File: config.mk
export PLATFORM = sky130hd
export DESIGN_NAME = bcd_seg_scan
export DESIGN_NICKNAME = d
export VERILOG_FILES = /design/src/rtl/bcd_seg_scan.sv
export SDC_FILE = /design/constraint.sdc
export NUM_CORES = 1
export LEC_CHECK = 0
export BUFFER_PORTS_ARGS = -buffer_cell sky130_fd_sc_hd__buf_2
export CORE_ASPECT_RATIO = 0.7
export CORE_MARGIN = 2
export CORE_UTILIZATION = 25
export DETAILED_ROUTE_END_ITERATION = 10
export PLACE_DENSITY = 0.47
export SLEW_MARGIN = 10
export SYNTH_ARGS = -nofsm -noshare
export SYNTH_HDL_FRONTEND = slang
export SYNTH_SLANG_ARGS = --single-unit
export TNS_END_PERCENT = 50
File: constraint.sdc
create_clock -name clk -period 6.2 [get_ports clk]
set_clock_uncertainty 0.05 [all_clocks]
set_input_delay 0.93 -clock clk [delete_from_list [all_inputs] [get_ports clk]]
set_output_delay 0.93 -clock clk [all_outputs]
set_load 0.1 [all_outputs]
File: src/rtl/bcd_seg_scan.sv
// bcd_seg_scan: multiplexes a 3-digit BCD word onto a common-anode 7-segment display, updating only at frame boundaries
module bcd_seg_scan #(
   parameter int SCAN_DIV  = 100000,
   parameter int BLANK_CYC = 16
) (
   input  logic        clk,
   input  logic        rst,
   input  logic [11:0] bcd,
   input  logic        load,
   input  logic        blank_lz,
   output logic [2:0]  an,
   output logic [6:0]  seg,
   output logic        frame_done
);
   localparam int CW = $clog2(SCAN_DIV);
   typedef enum logic [1:0] {D0, D1, D2} state_t;
   state_t state, state_n;
   logic [CW-1:0] cnt;
   logic [11:0] shadow, disp;
   logic pending, tick, bnd, blanked, off;
   logic [3:0] nib;
   logic [2:0] an_sel;
   logic [6:0] dec;
   assign tick = cnt == CW'(SCAN_DIV - 1);
   assign bnd = tick && state == D2;
   always_comb state_n = !tick ? state : state == D0 ? D1 : state == D1 ? D2 : D0;
   assign nib = state == D0 ? disp[3:0] : state == D1 ? disp[7:4] : disp[11:8];
   assign an_sel = state == D0 ? 3'b110 : state == D1 ? 3'b101 : 3'b011;
   // a blanked leading zero also keeps its anode off, so the slot stays dark
   assign blanked = blank_lz && disp[11:8] == 4'd0 && (state == D2 || (state == D1 && disp[7:4] == 4'd0));
   assign off = cnt < CW'(BLANK_CYC) || blanked;
   always_comb begin
      dec = 7'h3F;
      case (nib)
         4'd0: dec = 7'h40;
         4'd1: dec = 7'h79;
         4'd2: dec = 7'h24;
         4'd3: dec = 7'h30;
         4'd4: dec = 7'h19;
         4'd5: dec = 7'h12;
         4'd6: dec = 7'h02;
         4'd7: dec = 7'h78;
         4'd8: dec = 7'h00;
         4'd9: dec = 7'h10;
         default: dec = 7'h3F;
      endcase
   end
   always_ff @(posedge clk) begin
      if (rst) begin
         cnt        <= '0;
         state      <= D0;
         shadow     <= '0;
         disp       <= '0;
         pending    <= 1'b0;
         an         <= 3'b111;
         seg        <= 7'h7F;
         frame_done <= 1'b0;
      end else begin
         cnt        <= tick ? '0 : cnt + 1'b1;
         state      <= state_n;
         an         <= off ? 3'b111 : an_sel;
         seg        <= off ? 7'h7F : dec;
         frame_done <= bnd;
         if (load) shadow <= bcd;
         if (bnd) begin
            disp    <= load ? bcd : pending ? shadow : disp;
            pending <= 1'b0;
         end else if (load) pending <= 1'b1;
      end
   end
endmodule
== Word level (Yosys, flattened, before mapping) ==
Memories as Yosys holds them, arrays and structs flattened. A register that Yosys moved wholly into a read port is not among the register bits.
Cells that the tools add are included.

* Add/subtract/negate cells: 1
* Equal/unequal tests: 3
* Multiplexer cells: 8
* Reductions and logical operators: 15
* Order comparisons: 1

{| class="wikitable"
|+ Operators with widths
! cell !! number
|-
| $mux W12 || 2
|-
| $add A17 B1 Y17 const B || 1
|-
| $eq A17 B17 Y1 const B || 1
|-
| $lt A17 B5 Y1 const B || 1
|-
| $logic_not A4 Y1 || 2
|-
| $mux W4 || 2
|-
| $reduce_or A2 Y1 || 3
|-
| $logic_and A1 B1 Y1 || 4
|-
| $mux W2 || 2
|-
| $mux W3 || 1
|-
| $reduce_or A3 Y1 || 1
|-
| $eq A2 B1 Y1 const B || 1
|-
| $eq A2 B2 Y1 const B || 1
|-
| $logic_not A2 Y1 || 1
|-
| $logic_or A1 B1 Y1 || 2
|-
| $reduce_and A2 Y1 || 1
|-
| $reduce_bool A2 Y1 || 1
|-
| $mux W1 || 1
|}

* Word-level logic and storage cells: 37
* Flip-flop bits (word level): 48
* Output and inout port bits: 11
* Bits in read-only memories: 112
* Memories kept: 1
* Input bits: 16

{| class="wikitable"
|+ Memories
! memory !! depth !! width !! read ports !! clocked after memory_dff !! write ports !! RTL line !! source
|-
| (name not given) || 16 || 7 || 1 || 1 || 0 || 34 || <nowiki>case (nib)</nowiki>
|}

== Depth between registers and ports, before layout ==
Gate-level depths: netlist of run 1.

* Depth in word-level cells: 6
* Mapped depth: 11
* Depth with buffers taken out: 9

== Least setup slack after synthesis of run 1 ==
Ideal clock, no wire load.

* Path type: register to register
* From: register cnt[12]
* To: register disp[10]
* Path slack: 3.890 ns
* Library setup time: 0.121 ns
* Stages on the path, launching flop included: 8
* Required time: 6.029 ns
* Path buffers: 2
* Clock period less this slack: 2.310 ns
* Arrival: 2.139 ns
* Cells stage by stage: dfxtp_1 -> nor4_1 -> nand2_1 -> or4_1 -> buf_2 -> or3b_4 -> buf_6 -> mux2_4

* Cells in the longest elaborated chain, start to end: 3

{| class="wikitable"
|+ RTL lines
! element !! RTL line !! source
|-
| start: declaration || 18 || <nowiki>logic [CW-1:0] cnt;</nowiki>
|-
| start signal: assignment || 59 || <nowiki>cnt <= tick ? '0 : cnt + 1'b1;</nowiki>
|-
| $eq A17 B17 Y1 || 24 || <nowiki>assign tick = cnt == CW'(SCAN_DIV - 1);</nowiki>
|-
| $logic_and A1 B1 Y1 || 25 || <nowiki>assign bnd = tick && state == D2;</nowiki>
|-
| $reduce_and A2 Y1 (no line) || n/a ||
|-
| end signal: assignment || 66 || <nowiki>disp <= load ? bcd : pending ? shadow : disp;</nowiki>
|-
| end: declaration || 19 || <nowiki>logic [11:0] shadow, disp;</nowiki>
|}

Every way passes these cells.
A chain may end at the register's enable or synchronous reset.

== Worst setup path after layout of run 1 ==
* From: register state[0]
* To: register seg[5]

* Cells in the longest elaborated chain, start to end: 6
* Elaborated cells between the ends (all ways): 10
* Classes of those cells: eq/ne (2); mux (2); reduce/logical (6)

{| class="wikitable"
|+ RTL lines
! element !! RTL line !! source
|-
| start: declaration || 17 || <nowiki>state_t state, state_n;</nowiki>
|-
| start signal: assignment || 60 || <nowiki>state <= state_n;</nowiki>
|-
| $eq A2 B1 Y1 || 27, 30 ||
|-
| $logic_and A1 B1 Y1 || 30 || <nowiki>assign blanked = blank_lz && disp[11:8] == 4'd0 && (state == D2 || (state == D1 && disp[7:4] == 4'd0));</nowiki>
|-
| $logic_or A1 B1 Y1 || 30 ||
|-
| $logic_and A1 B1 Y1 || 30 ||
|-
| $logic_or A1 B1 Y1 || 31 || <nowiki>assign off = cnt < CW'(BLANK_CYC) || blanked;</nowiki>
|-
| $reduce_or A2 Y1 (no line) || n/a ||
|-
| end: declaration || 12 || <nowiki>output logic [6:0] seg,</nowiki>
|}

Several ways; a longest one is shown, not always the timed one.

==> results of run 1 <==
-- final timing paths --
| kind | endpoint | slack, ns | cells after the start |
|---|---|---|---|
| worst max-delay path | seg[5] | 3.76 | 8 |
| worst min-delay path | cnt[0] | 0.44 | 1 |
| worst max register to register | seg[5] | 3.76 | 8 |
| worst min register to register | cnt[0] | 0.44 | 1 |
-- power breakdown --
part | internal (mW) | total (mW) | switching (mW)
registers | 0.360 | 0.363 | 0.00291
logic | 0.0100 | 0.0236 | 0.0136
clock network | 0.172 | 0.299 | 0.127
-- area by class of cell --
class / instances / area [um2] / share of cell area [%]
multi-input cells: 181 / 1240 / 44.0
flip-flops and latches: 55 / 1100 / 39.0
well taps: 128 / 160 / 5.67
clock buffers: 7 / 153 / 5.40
repair buffers: 26 / 130 / 4.60
inverters: 8 / 30.0 / 1.06
clock inverters: 1 / 7.51 / 0.266
-- worst max-delay path: cells and delay by family (launching register included) --
kind / cells / cell delay [ns]
AOI/OAI and AO/OA: 5 / 1.09
adders and majority gates: 1 / 0.28
buffers and inverters: 1 / 0.18
DFF: 1 / 0.63
muxes: 1 / 0.13
-- state kept, by name, summed over array words and instances, names as in the netlist --
signal,cells
an,3
cnt,17
disp,12
frame_done,1
pending,1
seg,7
shadow,12
state,2
-- kinds of logic after synthesis --
| family | synth area share [%] |
|---|---|
| buffers and inverters | 3.45 |
| adder cells (fa/ha/maj) | 3.09 |
| multiplexers | 16.0 |
| XOR/XNOR | 5.41 |
| AND/OR/NAND/NOR | 21.4 |
| AO/OA/AOI/OAI | 5.41 |
| flip-flops | 45.3 |
-- per-layer routing --
layer / vias to the layer above / routed length (um) / track usage (%)
met3: 7 / 204 / 2.89
met4: 0 / 82 / 4.08
met1: 789 / 2700 / 14.5
li1: 914 / - / -
met5: - / 0 / 0
met2: 19 / 1810 / 13.9
-- layout by cell type (no fill, tap or decap), types with 3 or more instances in the layout --
cell type / count
dfxtp_1: 55
nor2_1: 42
buf_2: 26
mux2i_1: 17
nor2b_1: 16
nand2_1: 12
o21ai_0: 11
mux2_4: 10
xor2_1: 9
inv_1: 8
mux2_2: 6
nor3_1: 6
nand3_1: 6
xnor2_1: 6
ha_1: 6
and3_1: 5
clkbuf_16: 5
nor4_1: 4
a21oi_1: 4
nand4_1: 4
a211oi_1: 3
nand2b_1: 3
-- per-stage QoR --
step                hold WS (ns)  worst slack (ns)  instances
finish                     0.438              3.76        406
global route               0.462              3.45        406
CTS                        0.443              3.74        406
detailed placement         0.428              3.67        398
global placement           0.419              3.71        398
floorplan                  0.392              3.89        256
==> impl_metrics.env, run 1 <==
export IMPL_status="finished, final reports clean"
export IMPL_critPathMaxStageDelay_ns=0.63
export IMPL_overflow=0
export IMPL_rsz0062_at_grt="no"
export IMPL_ys_seq_area_share_pct=45.3
export IMPL_start_kind="flip-flop"
export IMPL_crit_required_ns=6.37
export IMPL_leakagePower_nw=1.15
export IMPL_cpMostUsedCell="o21ai_0"
export IMPL_yosys_register_bits=55
export IMPL_synth_top_cell_area_share_pct=45.3
export IMPL_placed_cell_area_um2=2670
export IMPL_chipHeight_um=86.5
export IMPL_drc=0
export IMPL_crit_path_cell_trace="mux2i_1, o21ai_0, inv_1, ha_1, a211o_1, a21oi_1, a211oi_1, o21ai_0"
export IMPL_path_clk_slew_ns=0.07
export IMPL_drt_iter0_drc=137
export IMPL_postSynthCellCount=256
export IMPL_period_needed_ns=2.44
export IMPL_syn_area_um2=2430
export IMPL_htree_levels=2
export IMPL_io_pins=27
export IMPL_drive_gt1_share_pct=18.7
export IMPL_die_w_um=122
export IMPL_grt_use_total_pct=10.0
export IMPL_slew_headroom_pct=37.2
export IMPL_synth_edff_count=0
export IMPL_gp_congestion=0.786
export IMPL_drt_total_wl_um=4810
export IMPL_tns_ns=0
export IMPL_antenna_left=0
export IMPL_power_density_nw_per_um2=243
export IMPL_insertion_delay_ns=0.30
export IMPL_die_area_um2=10500
export IMPL_cts_num_sinks=55
export IMPL_antenna_found_initial=0
export IMPL_hpwl_um=3500
export IMPL_diodes=0
export IMPL_synth_nets=278
export IMPL_synthTopCellsByCount="55 x dfxtp_1, 42 x nor2_1, 17 x mux2i_1"
export IMPL_cap_violations=0
export IMPL_power_total_uw=686
export IMPL_crit_start="state[0]"
export IMPL_syn_avg_cell_area_um2=9.49
export IMPL_first_pass_iters=4
export IMPL_critPathMaxFanout=13
export IMPL_hold_class="reg -> reg"
export IMPL_fin_util_pct=29.5
export IMPL_start_util_pct=25.4
export IMPL_clockBufferDepth=2
export IMPL_finalSetupViolations=0
export IMPL_grt_pass1_wl_um=8200
export IMPL_fin_area_um2=2830
export IMPL_first_global_vias=1664
export IMPL_min_delay_start="cnt[0]"
export IMPL_io_buffers=26
export IMPL_arrival_ns=2.61
export IMPL_grt_max_degree=32
export IMPL_wl_per_cell_um=11.8
export IMPL_critPathKind="reg -> reg"
export IMPL_viasPerCell=4.26
export IMPL_rows=30
export IMPL_synth_top_area_cell="dfxtp_1"
export IMPL_vias=1729
export IMPL_core_region_area_um2=9570
export IMPL_clock_fmax_mhz=410
export IMPL_ys_flop_type="dfxtp_1"
export IMPL_period_share_pct=39.4
export IMPL_hold_viol=0
export IMPL_maxSlewViolCount=0
export IMPL_ys_warn_count=0
export IMPL_peakVddDrop_mv=0.108
export IMPL_tightest_slew_ns=0.936
export IMPL_synthArstFlopShare_pct=0
export IMPL_fin_nets=299
export IMPL_r2r_start="state[0]"
export IMPL_fill_cells=1021
export IMPL_cts_repair_resized=0
export IMPL_synthDistinctLibCells=34
export IMPL_synth_top_cells_by_area="dfxtp_1 45%, mux2i_1 7.0%, nor2_1 6.5%, mux2_4 6.2%, nor2b_1 4.1%"
export IMPL_postCtsSetupBuffers=0
export IMPL_holdBufCountCts=0
export IMPL_cp_slowest_cell="dfxtp_1"
export IMPL_cts_buffers=5
export IMPL_yosysMostFrequentCell="dfxtp_1"
export IMPL_cts_tree="done"
export IMPL_cp_end_kind="flip-flop"
export IMPL_root_buffer="clkbuf_16"
export IMPL_area_delta_synth_final_pct=16.3
Power figures use the tool's default switching activity.
==> run 2: changes to the inputs <==
Settings changed: ABC_AREA set to 1, PLACE_DENSITY 0.47 to 0.48.
Clock period 6.2 ns to 2.2 ns, I/O delays scaled along.
==> impl_metrics.env, run 2 <==
export IMPL_power_density_nw_per_um2=645
export IMPL_critPathMaxFanout=9
export IMPL_yosys_register_bits=55
export IMPL_crit_required_ns=2.32
export IMPL_drt_iter0_drc=145
export IMPL_power_total_mw=1.92
export IMPL_critPathKind="reg -> reg"
export IMPL_cts_repair_resized=0
export IMPL_endpoint="seg[3]"
export IMPL_start_util_pct=26.1
export IMPL_syn_avg_cell_area_um2=7.60
export IMPL_cap_violations=0
export IMPL_stdcell_count=495
export IMPL_seq_area_um2=1100
export IMPL_first_global_vias=2158
export IMPL_hold_class="in -> reg"
export IMPL_antenna_left=0
export IMPL_layout_common_cells="68 x nand2_1, 55 x dfxtp_1, 51 x nor2_1, 45 x inv_1, 26 x buf_2"
export IMPL_r2r_end="seg[3]"
export IMPL_top_regs="cnt x17, disp x12, shadow x12"
export IMPL_gp_congestion=0.791
export IMPL_core_region_area_um2=9830
export IMPL_largest_reg_flops=17
export IMPL_synth_top_area_cell="dfxtp_1"
export IMPL_reg2reg_slack_ns=0.26
export IMPL_synthTopCellsByCount="68 x nand2_1, 55 x dfxtp_1, 51 x nor2_1"
export IMPL_cts_buffers=5
export IMPL_cp_end_kind="flip-flop"
export IMPL_fin_ws_ns=0.263
export IMPL_ys_flop_type="dfxtp_1"
export IMPL_viasPerCell=4.33
export IMPL_hold_viol=0
export IMPL_start_kind="flip-flop"
export IMPL_arrival_ns=2.06
export IMPL_fin_area_um2=2970
export IMPL_cp_slowest_cell="dfxtp_1"
export IMPL_rsz0062_at_grt="no"
export IMPL_crit_buf_inv=1
export IMPL_synth_edff_count=0
export IMPL_yosysMostFrequentCell="nand2_1"
export IMPL_cp_num_cells=8
export IMPL_placed_cell_area_um2=2810
export IMPL_fill_cells=1101
export IMPL_cts_tree="done"
export IMPL_area_delta_synth_final_pct=15.7
export IMPL_synthDistinctLibCells=33
export IMPL_antenna_found_initial=0
export IMPL_syn_area_um2=2570
export IMPL_tns_ns=0
export IMPL_dpl_cell_count=485
export IMPL_grt_max_degree=18
export IMPL_crit_start="state[1]"
export IMPL_root_buffer="clkbuf_16"
export IMPL_maxSlewViolCount=0
export IMPL_die_area_um2=11100
export IMPL_hold_ws_ns=0.240
export IMPL_grt_use_total_pct=11.3
export IMPL_period_needed_ns=1.94
export IMPL_drc=0
export IMPL_cpMostUsedCell="nand3_1"
export IMPL_finalSetupViolations=0
export IMPL_fin_nets=388
export IMPL_mostFrequentLayoutCell="nand2_1"
export IMPL_r2r_start="state[1]"
export IMPL_synth_nets=360
export IMPL_postSynthCellCount=338
export IMPL_fin_util_pct=30.2
export IMPL_die_w_um=125
export IMPL_leakagePower_nw=1.21
export IMPL_chipHeight_um=88.8
export IMPL_insertion_delay_ns=0.30
export IMPL_htree_levels=2
export IMPL_cts_num_sinks=55
export IMPL_synth_top_cell_area_share_pct=42.9
export IMPL_critPathMaxStageDelay_ns=0.39
export IMPL_multi_input_area_um2=1220
export IMPL_status="finished, final reports clean"
export IMPL_diodes=0
export IMPL_synthArstFlopShare_pct=0
export IMPL_overflow=0
export IMPL_dp_worst_setup_slack_ns=0.190
export IMPL_synth_top_cells_by_area="dfxtp_1 43%, nand2_1 9.9%, nor2_1 7.5%, inv_1 6.6%, mux2i_1 4.7%"
export IMPL_clockBufferDepth=2
export IMPL_drive_gt1_share_pct=15.5
export IMPL_rows=30
export IMPL_drt_total_wl_um=5720
export IMPL_io_buffers=26
export IMPL_period_share_pct=88.1
export IMPL_tightest_slew_ns=0.495
export IMPL_clock_fmax_mhz=516
export IMPL_crit_path_cell_trace="nor2_1, nand2_1, o211ai_1, inv_1, ha_1, or2_2, nand3_1, nand3_1"
export IMPL_grt_pass1_wl_um=9990
export IMPL_cp_top_family="simple AND/OR/NAND/NOR gates"
export IMPL_hpwl_um=4240
export IMPL_reg2regPathDepth=8
export IMPL_regMostFlops="cnt"
export IMPL_wl_per_cell_um=11.5
export IMPL_peakVddDrop_mv=0.259
export IMPL_path_clk_slew_ns=0.07
export IMPL_vias=2141
export IMPL_ys_seq_area_share_pct=42.9
export IMPL_first_pass_iters=4
export IMPL_slew_headroom_pct=67.0
export IMPL_io_pins=27
export IMPL_ys_warn_count=0
run 2: cell count changes after synthesis, sizes merged, moves of 16 or more:
cell	delta
nand2	+58
inv	+39
mux2	-16
nor2b	-16
run 2: worst min-delay path by stage:
stage / slack [ns] / start / end / depth (start not counted)
after floorplan: 0.35 / rst / shadow[0] / 1
after global placement: 0.38 / cnt[0] / cnt[0] / 1
after detailed placement: 0.40 / cnt[0] / cnt[0] / 1
after CTS: 0.24 / bcd[10] / shadow[10] / 3
after global routing: 0.25 / bcd[9] / shadow[9] / 3
final: 0.24 / bcd[10] / shadow[10] / 3
run 2: cell families after synthesis:
logic type	synth area share, %
simple gates	33.6
buf+inv	9.55
flops	42.9
compound gates	4.34
mux	4.68
xor+xnor	2.05
fa+ha+maj	2.92
run 2: metal layers:
layer / GRT usage (%) / vias to the layer above / share of wire, %
met5: 0 / - / 0
met4: 4.75 / 0 / 1.8
li1: - / 1129 / -
met2: 18.0 / 34 / 41
met3: 3.08 / 10 / 3.8
met1: 14.7 / 968 / 53
run 2: cell type report:
type	instances	area share, %
Clock buffer	6	4.34
Sequential cell	55	37.1
Timing Repair Buffer	31	5.64
Multi-Input combinational cell	226	41.1
Inverter	47	5.94
Clock inverter	2	0.547
Tap cell	128	5.39
run 2: power by group:
part | internal (mW) | switching (mW) | total (mW)
logic | 0.0333 | 0.0503 | 0.0836
registers | 1.01 | 0.00642 | 1.02
clock network | 0.428 | 0.385 | 0.813
total | 1.47 | 0.442 | 1.92
run 2: worst min-delay path: stages:
cell and delay [ns]:
buf_2 0.07, mux2i_1 0.07, nor2_1 0.08
run 2: what timing repair did:
action,in CTS,in global routing
endpoints found under the setup margin,0,2
setup buffers,0,2
hold buffers,0,0
